===== src/rtl/output_writeback_unit.sv =====
// rtl/output_writeback_unit.sv - requantizes PE results, buffers them and writes them to output memory
// Optional feature: define OWB_RELU_EN to clamp negative activations to zero.
module output_writeback_unit #(
  parameter int BIN_LEN     = 8,
  parameter int OUT_BIN_LEN = 16,
  parameter int OUT_WIDTH   = 6,
  parameter int OUT_HEIGHT  = 6,
  parameter int SHIFT       = 4,
  parameter int FIFO_DEPTH  = 4,
  parameter int ADDR_W      = 6
) (
  input  logic                   clock,
  input  logic                   reset,
  input  logic                   start,
  input  logic [OUT_BIN_LEN-1:0] pe_output_val,
  input  logic                   pe_output_valid,
  input  logic                   pe_done,
  output logic [BIN_LEN-1:0]     mem_wr_data,
  output logic [ADDR_W-1:0]      mem_wr_addr,
  output logic                   mem_wr_valid,
  input  logic                   mem_wr_ready,
  output logic                   overflow,
  output logic                   underrun,
  output logic                   done
);

  localparam int TOTAL = OUT_WIDTH * OUT_HEIGHT;
  localparam int CNT_W = $clog2(TOTAL + 1);
  localparam int PTR_W = $clog2(FIFO_DEPTH);
  localparam logic signed [OUT_BIN_LEN-1:0] QMAX = OUT_BIN_LEN'((1 << (BIN_LEN - 1)) - 1);
  localparam logic signed [OUT_BIN_LEN-1:0] QMIN = ~QMAX;

  typedef enum logic [1:0] {S_IDLE, S_RUN, S_DRAIN, S_DONE} state_t;

  state_t r_state;
  state_t w_next_state;

  logic [CNT_W-1:0]   r_accept_cnt;
  logic [ADDR_W-1:0]  r_addr_cnt;
  logic               r_stage_valid;
  logic [BIN_LEN-1:0] r_stage_data;
  logic [ADDR_W-1:0]  r_stage_addr;
  logic [PTR_W:0]     r_wr_ptr;
  logic [PTR_W:0]     r_rd_ptr;
  logic [BIN_LEN-1:0] r_fifo_data [FIFO_DEPTH];
  logic [ADDR_W-1:0]  r_fifo_addr [FIFO_DEPTH];
  logic               r_overflow;
  logic               r_underrun;
  logic               r_done;

  logic                          w_start_frame;
  logic                          w_accept;
  logic                          w_last_accept;
  logic                          w_early;
  logic                          w_fifo_empty;
  logic                          w_fifo_full;
  logic                          w_push;
  logic                          w_pop;
  logic                          w_drop;
  logic signed [OUT_BIN_LEN-1:0] w_shifted;
  logic [BIN_LEN-1:0]            w_quant;

  assign w_start_frame = start && (r_state == S_IDLE || r_state == S_DONE);
  assign w_accept      = (r_state == S_RUN) && pe_output_valid;
  assign w_last_accept = w_accept && (r_accept_cnt == CNT_W'(TOTAL - 1));
  assign w_early       = (r_state == S_RUN) && pe_done && !w_last_accept;

  // MSB of each pointer toggles on wrap: equal low bits with differing MSBs means full
  assign w_fifo_empty = (r_wr_ptr == r_rd_ptr);
  assign w_fifo_full  = (r_wr_ptr[PTR_W] != r_rd_ptr[PTR_W]) &&
                        (r_wr_ptr[PTR_W-1:0] == r_rd_ptr[PTR_W-1:0]);
  assign w_pop        = !w_fifo_empty && mem_wr_ready;
  assign w_push       = r_stage_valid && (!w_fifo_full || w_pop);
  assign w_drop       = r_stage_valid && w_fifo_full && !w_pop;

  always_comb begin
    w_shifted = $signed(pe_output_val) >>> SHIFT;
    if (w_shifted > QMAX) begin
      w_quant = QMAX[BIN_LEN-1:0];
    end else if (w_shifted < QMIN) begin
      w_quant = QMIN[BIN_LEN-1:0];
    end else begin
      w_quant = w_shifted[BIN_LEN-1:0];
    end
`ifdef OWB_RELU_EN
    if (w_quant[BIN_LEN-1]) begin
      w_quant = '0;
    end
`else
`endif
  end

  always_comb begin
    w_next_state = r_state;
    case (r_state)
      S_IDLE, S_DONE: if (start) w_next_state = S_RUN;
      S_RUN:          if (w_last_accept || pe_done) w_next_state = S_DRAIN;
      S_DRAIN:        if (!r_stage_valid && w_fifo_empty) w_next_state = S_DONE;
      default:        w_next_state = S_IDLE;
    endcase
  end

  always_ff @(posedge clock or negedge reset) begin
    if (!reset) begin
      r_state       <= S_IDLE;
      r_done        <= 1'b0;
      r_accept_cnt  <= '0;
      r_addr_cnt    <= '0;
      r_stage_valid <= 1'b0;
      r_stage_data  <= '0;
      r_stage_addr  <= '0;
      r_wr_ptr      <= '0;
      r_rd_ptr      <= '0;
      r_overflow    <= 1'b0;
      r_underrun    <= 1'b0;
    end else begin
      r_state <= w_next_state;
      r_done  <= (w_next_state == S_DONE);
      if (w_start_frame) begin
        r_accept_cnt  <= '0;
        r_addr_cnt    <= '0;
        r_stage_valid <= 1'b0;
        r_wr_ptr      <= '0;
        r_rd_ptr      <= '0;
        r_overflow    <= 1'b0;
        r_underrun    <= 1'b0;
      end else begin
        r_stage_valid <= w_accept;
        r_stage_data  <= w_quant;
        r_stage_addr  <= r_addr_cnt;
        if (w_accept) begin
          r_accept_cnt <= r_accept_cnt + CNT_W'(1);
          r_addr_cnt   <= r_addr_cnt + ADDR_W'(1);
        end
        if (w_push) r_wr_ptr <= r_wr_ptr + (PTR_W+1)'(1);
        if (w_pop)  r_rd_ptr <= r_rd_ptr + (PTR_W+1)'(1);
        if (w_drop)  r_overflow <= 1'b1;
        if (w_early) r_underrun <= 1'b1;
      end
    end
  end

  // Storage needs no reset: entries are only visible once pushed
  always_ff @(posedge clock) begin
    if (w_push) begin
      r_fifo_data[r_wr_ptr[PTR_W-1:0]] <= r_stage_data;
      r_fifo_addr[r_wr_ptr[PTR_W-1:0]] <= r_stage_addr;
    end
  end

  assign mem_wr_valid = !w_fifo_empty;
  assign mem_wr_data  = mem_wr_valid ? r_fifo_data[r_rd_ptr[PTR_W-1:0]] : '0;
  assign mem_wr_addr  = mem_wr_valid ? r_fifo_addr[r_rd_ptr[PTR_W-1:0]] : '0;
  assign overflow     = r_overflow;
  assign underrun     = r_underrun;
  assign done         = r_done;

endmodule


===== config.mk =====
export PLATFORM = sky130hd
export DESIGN_NAME = output_writeback_unit
export DESIGN_NICKNAME = d
export VERILOG_FILES = /design/src/rtl/output_writeback_unit.sv
export SDC_FILE = /design/constraint.sdc
export NUM_CORES = 1
export LEC_CHECK = 0
export CELL_PAD_IN_SITES_DETAIL_PLACEMENT = 0
export CELL_PAD_IN_SITES_GLOBAL_PLACEMENT = 1
export CORE_AREA = 2 2 99 101
export DETAILED_ROUTE_END_ITERATION = 12
export DIE_AREA = 0 0 101 103
export GPL_ROUTABILITY_DRIVEN = 1
export GPL_TIMING_DRIVEN = 1
export HOLD_SLACK_MARGIN = 0.15
export PLACE_DENSITY = 0.78
export SLEW_MARGIN = 20
export SYNTH_ARGS = -nofsm -noshare
export SYNTH_HDL_FRONTEND = slang
export SYNTH_SLANG_ARGS = --single-unit

===== constraint.sdc =====
create_clock -name clock -period 3.1 [get_ports clock]
set_input_delay 0.465 -clock clock [delete_from_list [all_inputs] [get_ports clock]]
set_output_delay 0.465 -clock clock [all_outputs]
set_load 0.02 [all_outputs]

==> flow_metrics.py, run 1 <==
metrics = {
    "floorplan": {
        "core.rowCount": 36,
        "core_region_area_um2": 9460,
        "top_level_ports": 40,
        "chipHeight_um": 103,
        "initial_utilization": 0.424,
        "dieWidth_um": 101,
        "die_area_um2": 10400,
    },
    "global_route": {
        "first_global_vias": 2158,
        "globalRoute.busiestLayer": "met2",
        "groute.layer.met1.usage": 0.169,
        "groute.layer.met2.usage": 0.252,
        "global_route.usage.met3": 0.0339,
        "grt_start_max_net_pins": 39,
        "gr-total-overflow": 0,
        "antenna_violations_before_repair": 0,
        "grt_usage": 0.143,
        "first_pass_grt_wire_length_mm": 10.9,
    },
    "setup_path": {
        "worstPathMaxFanout": 13,
        "crit_chain": "buf_4 -> mux4_2 -> nor2b_1 -> clkdlybuf4s50_1",
        "worstSetupPathType": "flop to output port",
        "required_ns": 2.63,
        "critical_path_max_stage_delay_ns": 0.55,
        "critical_path.reg2reg.endpoint": "r_stage_addr[4]",
        "end_kind": "output port",
        "reg2reg_slack_ns": 1.13,
        "cp_launch_type": "flop",
        "cp.arrival_ns": 2.45,
        "crit_path_top_delay_cell": "sky130_fd_sc_hd__mux4_2",
        "worst_setup_path_startpoint": "r_rd_ptr[0]",
        "r2r_cells": 5,
        "worst_r2r_startpoint": "r_state[0]",
    },
    "logic_synthesis": {
        "synth_enable_flop_cells": 56,
        "main_combinational_cell_family_by_area_after_synthesis": "simple AND/OR/NAND/NOR gates",
        "yosys_warnings": 0,
        "postSynthNetCount": 296,
        "yosys.cell_types.count": 38,
        "synth-compound-area-share": 0.0390,
        "yosys.area.top_type": "sky130_fd_sc_hd__edfxtp_1",
        "post-synth-top-area-fraction": 0.419,
        "seq_area_frac_synth": 0.656,
        "ys_ff_latch": 94,
        "async_set_reset_flop_share_out_of_synthesis": 0.404,
        "ys_top_cells_by_area": "sky130_fd_sc_hd__edfxtp_1 42%, sky130_fd_sc_hd__dfrtp_1 24%, sky130_fd_sc_hd__mux4_2 7.9%, sky130_fd_sc_hd__ha_1 2.8%, sky130_fd_sc_hd__xor2_1 2.6%",
        "yosys.area_share.xor_xnor": 0.0459,
        "synthMuxAreaShare": 0.103,
        "synth_fa_ha_area_frac": 0.0281,
        "dominantRegCellSynth": "sky130_fd_sc_hd__edfxtp_1",
        "synthesis.area_um2": 4010,
        "avgSynthCellArea_um2": 15.1,
        "netlist_instances": 265,
        "synth-simple-area-share": 0.106,
    },
    "pwr": {
        "ir_worst_vdd_uv": 426,
        "power.density_cell_area_nw_per_um2": 915,
        "static_leakage_nw": 1.83,
    },
    "sta": {
        "setup_tns_final_ns": 0,
        "period_needed_ns": 2.92,
        "setup_viol_count_final": 0,
        "final_hold_viol_count": 0,
        "worst-slew-pin-transition_ns": 0.925,
        "finClkSkew_ns": 0.0140,
        "final.period_utilization": 0.940,
        "achievable-frequency_ghz": 0.343,
        "unrepaired_setup_endpoints_after_global_routing": "false",
        "timing.max_slew.rel_slack": 0.383,
        "timing.final.max_slew_violations": 0,
    },
    "placed_design": {
        "number_of_i_o_port_buffers": 35,
        "finalWeightedCongestion": 0.725,
        "detailedPlacementHpwl_mm": 4.41,
        "placed_cells_incl_taps": 411,
    },
    "route": {
        "dr_total_vias": 2159,
        "drt-pass1-iter-count": 4,
        "ant_nets": 0,
        "detail_route.wirelength_mm": 6.97,
        "route.detailed.wl_per_inst_um": 16.3,
        "drt-vias-per-instance": 5.06,
        "dr.first_iter.drc_count": 84,
        "drc": 0,
    },
    "finish": {
        "layout.core_utilization": 0.497,
        "area.growth.synth_to_final_pct": 17.3,
        "layout.nets": 339,
        "final_layout_size_suffix_gt1_frac": 0.160,
        "antenna-diode-count": 0,
        "finalNonFillerCells": 427,
    },
    "outcome": {
        "run_status": "completed",
    },
    "clock_tree": {
        "worst_skew_pair.late_latency_ns": 0.35,
        "clock_sinks": 94,
        "cts-buffers-inserted": 9,
        "cts-root-to-sink-buffers": 2,
        "holdBufCountCts": 0,
        "cts-root-buf": "sky130_fd_sc_hd__clkbuf_8",
        "cts.repair_timing.setup_buffer_count": 0,
        "cts_repair_resize_count": 0,
        "clk_pin_slew_ns": 0.09,
        "cts_max_level": 3,
        "cts_tree": "yes",
    },
    "job": {
        "drv.max_cap_violation_count": 0,
    },
    "min_path": {
        "timing.hold.worst.class": "primary input to asynchronous set/reset pin",
    },
}
area by class of cell:
| type | count | area [um2] |
|---|---|---|
| clock buffers | 13 | 149 |
| fillers | 832 | 4750 |
| clock inverters | 3 | 68.8 |
| well taps | 114 | 143 |
| multi-input cells | 155 | 1290 |
| inverters | 6 | 22.5 |
| flip-flops and latches | 94 | 2630 |
| repair buffers | 42 | 398 |
metal layers:
layer	part of all wire	vias to the layer above
met2	0.53	32
met3	0.025	8
met1	0.43	1080
li1	-	1039
met5	0	-
met4	0.013	0
through the flow:
stage / power, mW / worst slack, ns / cell area (um2) / hold WS (ns)
floorplan: 2.88 / 1.15 / 4010 / 0.169
global placement: 3.45 / 0.552 / 4490 / 0.483
detailed placement: 3.50 / 0.503 / 4490 / 0.493
CTS: 4.37 / 0.106 / 4700 / 0.273
global route: 4.58 / 0.0373 / 4700 / 0.302
finish: 4.30 / 0.185 / 4700 / 0.242
worst max-delay path: cells and delay by family (launching register included):
kind	cells	cell delay, ns
DFF	1	0.50
and+or+nand+nor	1	0.14
buffers and inverters	2	0.90
muxes	1	0.55
sequential cells by signal (all words and copies together) (netlist names):
signal and flops:
r_fifo_data 32, r_fifo_addr 24, r_stage_data 8, r_accept_cnt 6, r_addr_cnt 6, r_stage_addr 6, r_rd_ptr 3, r_wr_ptr 3
r_state 2, done 1, overflow 1, r_stage_valid 1, underrun 1
cells in the final DEF (no fill, tap or decap), types with 3 or more instances in the layout:
cell type	instances
sky130_fd_sc_hd__clkbuf_8	10
sky130_fd_sc_hd__dfrtp_1	38
sky130_fd_sc_hd__mux2_2	7
sky130_fd_sc_hd__nand4_1	5
sky130_fd_sc_hd__nor2b_1	15
sky130_fd_sc_hd__clkbuf_1	3
sky130_fd_sc_hd__xnor2_1	4
sky130_fd_sc_hd__and2_1	6
sky130_fd_sc_hd__a21oi_1	6
sky130_fd_sc_hd__xor2_1	12
sky130_fd_sc_hd__mux4_2	14
sky130_fd_sc_hd__o21ai_0	7
sky130_fd_sc_hd__nor2_1	23
sky130_fd_sc_hd__ha_1	9
sky130_fd_sc_hd__buf_4	7
sky130_fd_sc_hd__clkdlybuf4s50_1	34
sky130_fd_sc_hd__edfxtp_1	56
sky130_fd_sc_hd__nand2_1	24
sky130_fd_sc_hd__inv_1	6
report_power, final:
part	switching, mW	leakage [nW]	total (mW)	internal, mW
Clock	0.398	0.108	0.878	0.479
Sequential	0.169	1.03	1.75	1.59
Combinational	0.896	0.693	1.67	0.775
worst max-delay path by stage:
stage	to	slack, ns
after floorplan	mem_wr_addr[0]	1.15
after global routing	mem_wr_addr[2]	0.04
after global placement	mem_wr_addr[2]	0.55
after detailed placement	mem_wr_addr[4]	0.50
after CTS	mem_wr_addr[4]	0.11
final	mem_wr_addr[2]	0.18
cells by family (layout without fill, tap and decap cells):
group           count (synthesis)  after routing
flops                          94             94
simple gates                   85             85
mux                            23             23
compound gates                 20             20
xor+xnor                       18             18
buf+inv                        16             64
fa+ha+maj                       9              9
cell usage after synthesis, types with 2 or more instances:
master and number:
sky130_fd_sc_hd__o21ai_0 7, sky130_fd_sc_hd__nand4_1 5, sky130_fd_sc_hd__inv_1 6, sky130_fd_sc_hd__ha_1 9, sky130_fd_sc_hd__nor3_1 2, sky130_fd_sc_hd__xor2_1 12, sky130_fd_sc_hd__buf_6 2, sky130_fd_sc_hd__nor2_1 23
sky130_fd_sc_hd__buf_2 6, sky130_fd_sc_hd__dfrtp_1 38, sky130_fd_sc_hd__mux4_2 14, sky130_fd_sc_hd__and3_1 2, sky130_fd_sc_hd__nor4_1 2, sky130_fd_sc_hd__mux2_2 7, sky130_fd_sc_hd__nor2b_1 15, sky130_fd_sc_hd__nand2_1 24
sky130_fd_sc_hd__edfxtp_1 56, sky130_fd_sc_hd__xnor2_1 4, sky130_fd_sc_hd__and2_1 6, sky130_fd_sc_hd__mux2i_1 2, sky130_fd_sc_hd__a21oi_1 6
Note: power is estimated with default switching activity, not from simulation.
==> run 2, diff against run 1 <==
Settings changed: MAX_ROUTING_LAYER set to met4.
==> flow_metrics.py, run 2 (synthesized netlist as in run 1, its figures left out) <==
metrics = {
    "route": {
        "dr.first_iter.drc_count": 89,
        "drt-vias-per-instance": 5.09,
        "drc": 0,
        "dr_total_vias": 2172,
        "drt-pass1-iter-count": 4,
        "route.detailed.wl_per_inst_um": 16.3,
        "detail_route.wirelength_mm": 6.95,
        "ant_nets": 0,
    },
    "global_route": {
        "grt_start_max_net_pins": 39,
        "first_pass_grt_wire_length_mm": 10.9,
        "gr-total-overflow": 0,
        "groute.layer.met1.usage": 0.170,
        "groute.layer.met2.usage": 0.252,
        "globalRoute.busiestLayer": "met2",
        "grt_usage": 0.147,
        "antenna_violations_before_repair": 0,
        "first_global_vias": 2162,
        "global_route.usage.met3": 0.0264,
    },
    "placed_design": {
        "number_of_i_o_port_buffers": 35,
        "finalWeightedCongestion": 0.734,
        "detailedPlacementHpwl_mm": 4.41,
        "placed_area_um2": 4490,
    },
    "sta": {
        "timing.max_slew.rel_slack": 0.385,
        "finClkSkew_ns": 0.0142,
        "setup_tns_final_ns": 0,
        "worst-slew-pin-transition_ns": 0.923,
        "period_needed_ns": 2.91,
        "final.period_utilization": 0.940,
        "setup_viol_count_final": 0,
        "achievable-frequency_ghz": 0.343,
        "timing.final.max_slew_violations": 0,
        "unrepaired_setup_endpoints_after_global_routing": "false",
        "holdWs_ns": 0.244,
        "final_hold_viol_count": 0,
    },
    "clock_tree": {
        "worst_skew_pair.late_latency_ns": 0.35,
        "cts.repair_timing.setup_buffer_count": 0,
        "clock_sinks": 94,
        "cts-root-to-sink-buffers": 2,
        "cts_tree": "yes",
        "clk_pin_slew_ns": 0.09,
        "cts-root-buf": "sky130_fd_sc_hd__clkbuf_8",
        "cts-buffers-inserted": 9,
        "holdBufCountCts": 0,
        "cts_repair_resize_count": 0,
        "cts_max_level": 3,
    },
    "finish": {
        "commonest_cells_after_routing_fill_and_taps_aside": "56 x sky130_fd_sc_hd__edfxtp_1, 38 x sky130_fd_sc_hd__dfrtp_1, 34 x sky130_fd_sc_hd__clkdlybuf4s50_1",
        "final_layout_size_suffix_gt1_frac": 0.160,
        "filler_cell_count": 832,
        "layout.nets": 339,
        "final_cell_area_um2": 4700,
        "area.growth.synth_to_final_pct": 17.3,
        "antenna-diode-count": 0,
        "largest_register_ffs": 32,
        "most_common_cell_after_layout_fill_and_taps_aside": "sky130_fd_sc_hd__edfxtp_1",
    },
    "setup_path": {
        "required_ns": 2.63,
        "worst_r2r_startpoint": "r_state[0]",
        "cp_launch_type": "flop",
        "worstPathMaxFanout": 13,
        "end_kind": "output port",
        "worst_setup_path_startpoint": "r_rd_ptr[0]",
        "reg2reg_slack_ns": 1.13,
        "worstSetupPathType": "flop to output port",
        "cp.arrival_ns": 2.45,
    },
    "floorplan": {
        "initial_utilization": 0.424,
        "die_area_um2": 10400,
        "top_level_ports": 40,
        "chipHeight_um": 103,
        "core_region_area_um2": 9460,
        "dieWidth_um": 101,
        "core.rowCount": 36,
    },
    "pwr": {
        "static_leakage_nw": 1.83,
        "ir_worst_vdd_uv": 425,
        "power.density_cell_area_nw_per_um2": 915,
    },
    "outcome": {
        "run_status": "completed",
    },
    "min_path": {
        "timing.hold.worst.class": "primary input to asynchronous set/reset pin",
    },
    "job": {
        "drv.max_cap_violation_count": 0,
    },
}
[run 2: final cells by class]
cell class	instances	area, um2	share of cell area
clock buffer	13	149	0.0316
clock inverter	3	68.8	0.0146
inverter	6	22.5	0.00479
multi-input combinational	155	1290	0.274
sequential	94	2630	0.560
tap	114	143	0.0303
timing repair buffer	42	398	0.0846
[run 2: metrics by stage]
stage	setup slack (ns)	power, mW	cells	utilization
floorplan	1.15	2.88	265	-
global placement	0.552	3.45	411	0.474
detailed placement	0.503	3.50	411	0.474
CTS	0.106	4.37	427	0.497
global route	0.0415	4.57	427	0.497
finish	0.186	4.30	427	0.497
[run 2: report_power, final]
group	total (mW)	switching [mW]	internal, mW
Combinational	1.67	0.896	0.775
Clock	0.876	0.397	0.480
Sequential	1.75	0.168	1.59
[run 2: metal layers]
metal,share of wire,vias to the layer above
li1,-,1041
met1,0.43,1084
met2,0.53,34
met3,0.021,13
met4,0.016,0
met5,0,-
[run 2: worst paths after layout]
| kind | to | cells after the start |
|---|---|---|
| max in group asynchronous | r_addr_cnt[5] | 1 |
| min in group clock | overflow | 2 |
| worst min-delay path | r_stage_data[1] | 1 |
| worst max-delay path | mem_wr_addr[2] | 4 |
| worst min register to register | overflow | 2 |
| worst max register to register | r_stage_addr[4] | 5 |
[run 2: critical path, stage by stage, from the launching register on]
cell and delay, ns:
sky130_fd_sc_hd__dfrtp_1 0.50, sky130_fd_sc_hd__buf_4 0.35, sky130_fd_sc_hd__mux4_2 0.55, sky130_fd_sc_hd__nor2b_1 0.14
sky130_fd_sc_hd__clkdlybuf4s50_1 0.55
